File: config.mk
export PLATFORM = sky130hd
export DESIGN_NAME = cla_addsub_pipe
export DESIGN_NICKNAME = d
export VERILOG_FILES = /design/src/rtl/cla_addsub_pipe.sv
export SDC_FILE = /design/constraint.sdc
export NUM_CORES = 1
export LEC_CHECK = 0
export BUFFER_PORTS_ARGS = -buffer_cell sky130_fd_sc_hd__buf_2
export CORE_AREA = 2 2 127 129
export CTS_BUF_LIST = sky130_fd_sc_hd__clkbuf_16
export DETAILED_ROUTE_END_ITERATION = 8
export DIE_AREA = 0 0 129 131
export GPL_ROUTABILITY_DRIVEN = 0
export PLACE_DENSITY = 0.59
export SLEW_MARGIN = 0
export SYNTH_ARGS = -nofsm -noshare
export SYNTH_HDL_FRONTEND = slang
export SYNTH_SLANG_ARGS = --single-unit
File: constraint.sdc
create_clock -name clk -period 7.58 [get_ports clk]
set_input_delay 1.137 -clock clk [delete_from_list [all_inputs] [get_ports clk]]
set_output_delay 1.137 -clock clk [all_outputs]
set_load 0.1 [all_outputs]
File: src/rtl/cla_addsub_pipe.sv
// rtl/cla_addsub_pipe.sv - pipelined carry-lookahead two's-complement add/subtract unit
// Each stage resolves one GROUP*GPS-bit slice; carry and partial sums move stage to stage with the operands.
module cla_addsub_pipe #(
    parameter int WIDTH = 15,
    parameter int GROUP = 3,
    parameter int GPS   = 1,
    parameter int CNTW  = 8
) (
    input  logic             clk,
    input  logic             rst,
    input  logic             in_valid,
    output logic             in_ready,
    input  logic [WIDTH-1:0] A,
    input  logic [WIDTH-1:0] B,
    input  logic             mode,
    output logic             out_valid,
    input  logic             out_ready,
    output logic [WIDTH-1:0] S,
    output logic             Cout,
    output logic             Ovf,
    input  logic             ovf_clr,
    output logic [CNTW-1:0]  ovf_cnt
);
    localparam int SW   = GROUP * GPS;
    localparam int NSTG = WIDTH / SW;

    logic                       adv;
    logic [NSTG-1:0]            st_v;
    logic [NSTG-1:0]            st_c;
    logic [NSTG-1:0][WIDTH-1:0] st_a;
    logic [NSTG-1:0][WIDTH-1:0] st_b;
    logic [NSTG-1:0][WIDTH-1:0] st_s;
    logic [NSTG-1:0][WIDTH-1:0] s_nx;
    logic [NSTG-1:0]            c_out;
    logic [NSTG-1:0]            c_msb;

    assign adv      = !out_valid || out_ready;
    assign in_ready = adv;

    for (genvar k = 0; k < NSTG; k++) begin : g_stage
        logic [SW-1:0]    a_s;
        logic [SW-1:0]    b_s;
        logic [SW-1:0]    g;
        logic [SW-1:0]    p;
        logic [SW:0]      c;
        logic [WIDTH-1:0] ins;

        assign a_s = st_a[k][k*SW +: SW];
        assign b_s = st_b[k][k*SW +: SW];
        assign g   = a_s & b_s;
        assign p   = a_s ^ b_s;

        // Within a group every carry is a flat sum of G/P products back to the group carry-in;
        // groups inside one stage chain their carries.
        always_comb begin
            logic acc;
            logic prod;
            acc  = 1'b0;
            prod = 1'b0;
            c    = '0;
            c[0] = st_c[k];
            for (int j = 0; j < GPS; j++) begin
                for (int i = 0; i < GROUP; i++) begin
                    acc  = g[j*GROUP+i];
                    prod = p[j*GROUP+i];
                    for (int m = i - 1; m >= 0; m--) begin
                        acc  = acc | (prod & g[j*GROUP+m]);
                        prod = prod & p[j*GROUP+m];
                    end
                    acc = acc | (prod & c[j*GROUP]);
                    c[j*GROUP+i+1] = acc;
                end
            end
        end

        always_comb begin
            ins = st_s[k];
            ins[k*SW +: SW] = p ^ c[SW-1:0];
        end

        assign s_nx[k]  = ins;
        assign c_out[k] = c[SW];
        assign c_msb[k] = c[SW-1];
    end

    always_ff @(posedge clk or posedge rst) begin
        if (rst) begin
            st_v <= '0;
            st_c <= '0;
            st_a <= '0;
            st_b <= '0;
            st_s <= '0;
        end else if (adv) begin
            st_v[0] <= in_valid;
            st_a[0] <= A;
            st_b[0] <= B ^ {WIDTH{mode}};
            st_c[0] <= mode;
            st_s[0] <= '0;
            for (int k = 1; k < NSTG; k++) begin
                st_v[k] <= st_v[k-1];
                st_a[k] <= st_a[k-1];
                st_b[k] <= st_b[k-1];
                st_c[k] <= c_out[k-1];
                st_s[k] <= s_nx[k-1];
            end
        end
    end

    always_ff @(posedge clk or posedge rst) begin
        if (rst) begin
            out_valid <= 1'b0;
            S         <= '0;
            Cout      <= 1'b0;
            Ovf       <= 1'b0;
        end else if (adv) begin
            out_valid <= st_v[NSTG-1];
            if (st_v[NSTG-1]) begin
                S    <= s_nx[NSTG-1];
                Cout <= c_out[NSTG-1];
                Ovf  <= c_out[NSTG-1] ^ c_msb[NSTG-1];
            end
        end
    end

    always_ff @(posedge clk or posedge rst) begin
        if (rst) begin
            ovf_cnt <= '0;
        end else if (ovf_clr) begin
            ovf_cnt <= '0;
        end else if (out_valid && out_ready && Ovf && (ovf_cnt != {CNTW{1'b1}})) begin
            ovf_cnt <= ovf_cnt + 1'b1;
        end
    end
endmodule

==> flow_summary_export.csv <==
group,metric,value,unit
synthesis,synth_top_area_cell,"dfrtp_1",
global_route,grt_pass1_wl,20330,microns
sta,setup-violations-final,0,
synthesis,netlist.area_leader.share,0.5862,
sta,slew_violations,0,
worst_setup_path,path_common_cell,"buf_2",
worst_setup_path,cp_slowest_cell,"nor2b_4",
worst_setup_path,critPathMaxStageDelay,760,ps
run_status,outcome,"complete, no violations",
power_and_ir_drop,totalPowerFinal,3.536,mW
route,drc_errors,0,
floorplan,ios,63,
route,vias,4533,
synthesis,synth_xor_area_frac,0.02631,
worst_setup_path,cp-start-kind,"input port",
cts,root_buffer,"clkbuf_16",
synthesis,synth_cell_type_count,39,
power_and_ir_drop,seqPwrFrac,0.393,
route,drt.antenna.violating_nets,0,
cts,post_cts_resized,0,
floorplan,rows,46,
layout,finalNetCount,791,
global_route,grt.met3_usage,0.03990,
power_and_ir_drop,p_sw,1.402,mW
placement,dp_slack,3545,ps
synthesis,synth-main-ff-cell,"dfrtp_1",
power_and_ir_drop,p_leak,3.891,nW
cts,post_cts.repair.setup_buffers,0,
power_and_ir_drop,pwr-share-comb,0.366,
synthesis,seq_area_frac_synth,0.5862,
cts,clkLatencyLatePin,420,ps
global_route,grt.met1_usage,0.1990,
route,wl_per_cell,12.44,microns
layout,antenna_cells,0,
global_route,busiest_layer,"met2",
layout,multiInputGateArea,0.002502,sq mm
route,first_pass_iters,4,
layout,n_fill_cell,1487,
global_route,track_usage,0.1509,
layout,area_growth,15.28,%
route,viasPerCell,4.717,
floorplan,die_y,131,microns
route,drt_iter0_markers,320,
layout,drive_gt1_frac,0.1477,
synthesis,synth-compound-area-share,0.07065,
sta,rsz0062_at_grt,"false",
placement,port_buffers,62,
sta,hold_violations,0,
layout,fin_util,0.4921,
sta,fin_tns_setup,0,ps
global_route,grt-ovfl-total,0,
layout,fin_cells,961,
sta,relSlewSlack,0.3157,
synthesis,synth_area,0.006659,sq mm
sta,fin_ws,3592,ps
floorplan,core_area,0.01560,sq mm
placement,place_hpwl,7710,microns
synthesis,async_reset_ff_frac,1.000,
synthesis,synth_edf_count,0,
sta,max_slew.worst_pin.slew,1026,ps
floorplan,die-area,0.01690,sq mm
worst_setup_path,required,6440,ps
placement,dp.cells,931,
min_path,hp-class,"reg2reg",
synthesis,ys_ff_latch,156,
worst_setup_path,worstSetupPathType,"in2out",
worst_setup_path,crit_fanout,46,
sta,fmax,0.2508,GHz
cts,cts.sinks,156,
cts,cts_buffer_depth,2,
global_route,grt_pass1_vias,4376,
synthesis,synth_nets,743,
power_and_ir_drop,switching_share,0.3966,
cts,numCtsBuffers,17,
floorplan,fp.dieW,129,microns
sta,period_share,0.5261,
synthesis,syn_inst,686,
sta,period_needed,3988,ps
global_route,use_met2,0.2403,
layout,seqCellArea,0.003904,sq mm
cts,path_clk_slew,60,ps
cts,cts_tree,"yes",
synthesis,synthMuxAreaShare,0.03025,
synthesis,yosysMostFrequentCell,"nand2_1",
floorplan,start_util,0.4269,
worst_setup_path,arrival,2850,ps
worst_setup_path,crit_path_cell_trace,"buf_2 > nor2b_4 > inv_4 > buf_2",
power_and_ir_drop,p_int,2.133,mW
cts,cts_htree_levels,4,
sta,skew,6.846,ps
synthesis,postSynthAreaPerCell,9.707,sq um
synthesis,synth_top_family_by_area,"simple AND/OR/NAND/NOR gates",
global_route,grt_antenna_before_repair,0,
synthesis,yosysWarnings,0,
cts,cts_hold_buf,0,
synthesis,synth_area_leaders,"dfrtp_1 59%, nand2_1 17%, ha_1 3.0%",
synthesis,synthSimpleGateAreaFrac,0.2024,
route,drt_wl_total,11960,microns
run,drv_cap,0,
worst_setup_path,end_kind,"output pin",
power_and_ir_drop,irDropWorstVdd,0.1973,mV
power_and_ir_drop,clkPwrFrac,0.241,
power_and_ir_drop,p_per_area,460.6,mW/mm^2
synthesis,synth_adder_area_share,0.04510,
global_route,grt_max_degree,93,
synthesis,synth_common_cells,"301 x nand2_1, 156 x dfrtp_1, 30 x o21ai_0",
-- registers in the layout, summed over array words and instances (netlist names), 8 cells and up --
register	count
g_stage.ins	30
st_a	30
S	15
st_b	30
g_stage.a_s	15
ovf_cnt	8
g_stage.b_s	15
-- cell usage in the layout, fill, tap and decap left out, types with 2 or more instances in the layout --
master	n
nand2_1	301
dfrtp_1	156
buf_2	62
o21ai_0	30
inv_1	20
mux2_2	17
clkbuf_16	17
ha_1	16
xnor2_1	15
a21oi_1	14
nor2_1	12
a211oi_1	8
xor2_1	5
o31ai_1	5
a21o_1	5
fa_1	5
clkinv_1	5
nor2b_1	4
and2_1	4
a22o_1	4
o31a_1	4
bufinv_16	4
nand2b_1	3
buf_4	3
and3_1	2
a41oi_1	2
nand3_1	2
nand4_1	2
nor4_1	2
or3_1	2
-- cell families after synthesis --
kind of cell    after synthesis
simple gates                340
xor+xnor                     20
mux                          18
buf+inv                      56
fa+ha+maj                    21
compound gates               75
flops                       156
-- per-stage QoR --
step                instance area (sq um)  hold slack, ps
floorplan                            6659           434.8
global placement                     7092           449.6
detailed placement                   7092           455.2
CTS                                  7676           468.8
global route                         7676           476.7
finish                               7676           463.0
-- path summary, 6_finish.rpt --
path	from	end	slack, ps	cells past startpoint
min	st_b[25]	st_b[25]	460	2
max in group asynchronous	rst	st_b[4]	5280	3
min in group asynchronous	rst	st_a[29]	830	2
min reg2reg	st_b[25]	st_b[25]	460	2
max	out_ready	in_ready	3590	4
max reg2reg	out_valid	S[3]	4470	5
-- metal layers --
metal,vias up,share of wire
met5,-,0
met1,2150,0.48
li1,2285,-
met2,81,0.46
met3,17,0.042
met4,0,0.018
-- power groups by stage --
stage	sequential [mW]	combinational, mW	clock [mW]
final	1.39	1.29	0.854
after global routing	1.44	1.45	0.899
after CTS	1.39	1.32	0.876
after detailed placement	1.41	1.31	0
after global placement	1.40	1.28	0
after floorplan	1.71	0.745	0
-- critical path: cells and delay by family --
kind	cells	cell delay [ps]
and+or+nand+nor	1	760
buffers and inverters	3	910
-- final cells by class --
class	instances	share of cell area
flip-flops and latches	156	0.5086
repair buffers	65	0.04336
well taps	216	0.03521
clock inverters	13	0.02070
clock buffers	17	0.05542
multi-input cells	474	0.3260
inverters	20	0.01076
No activity file was read; power rests on OpenSTA's default activity.
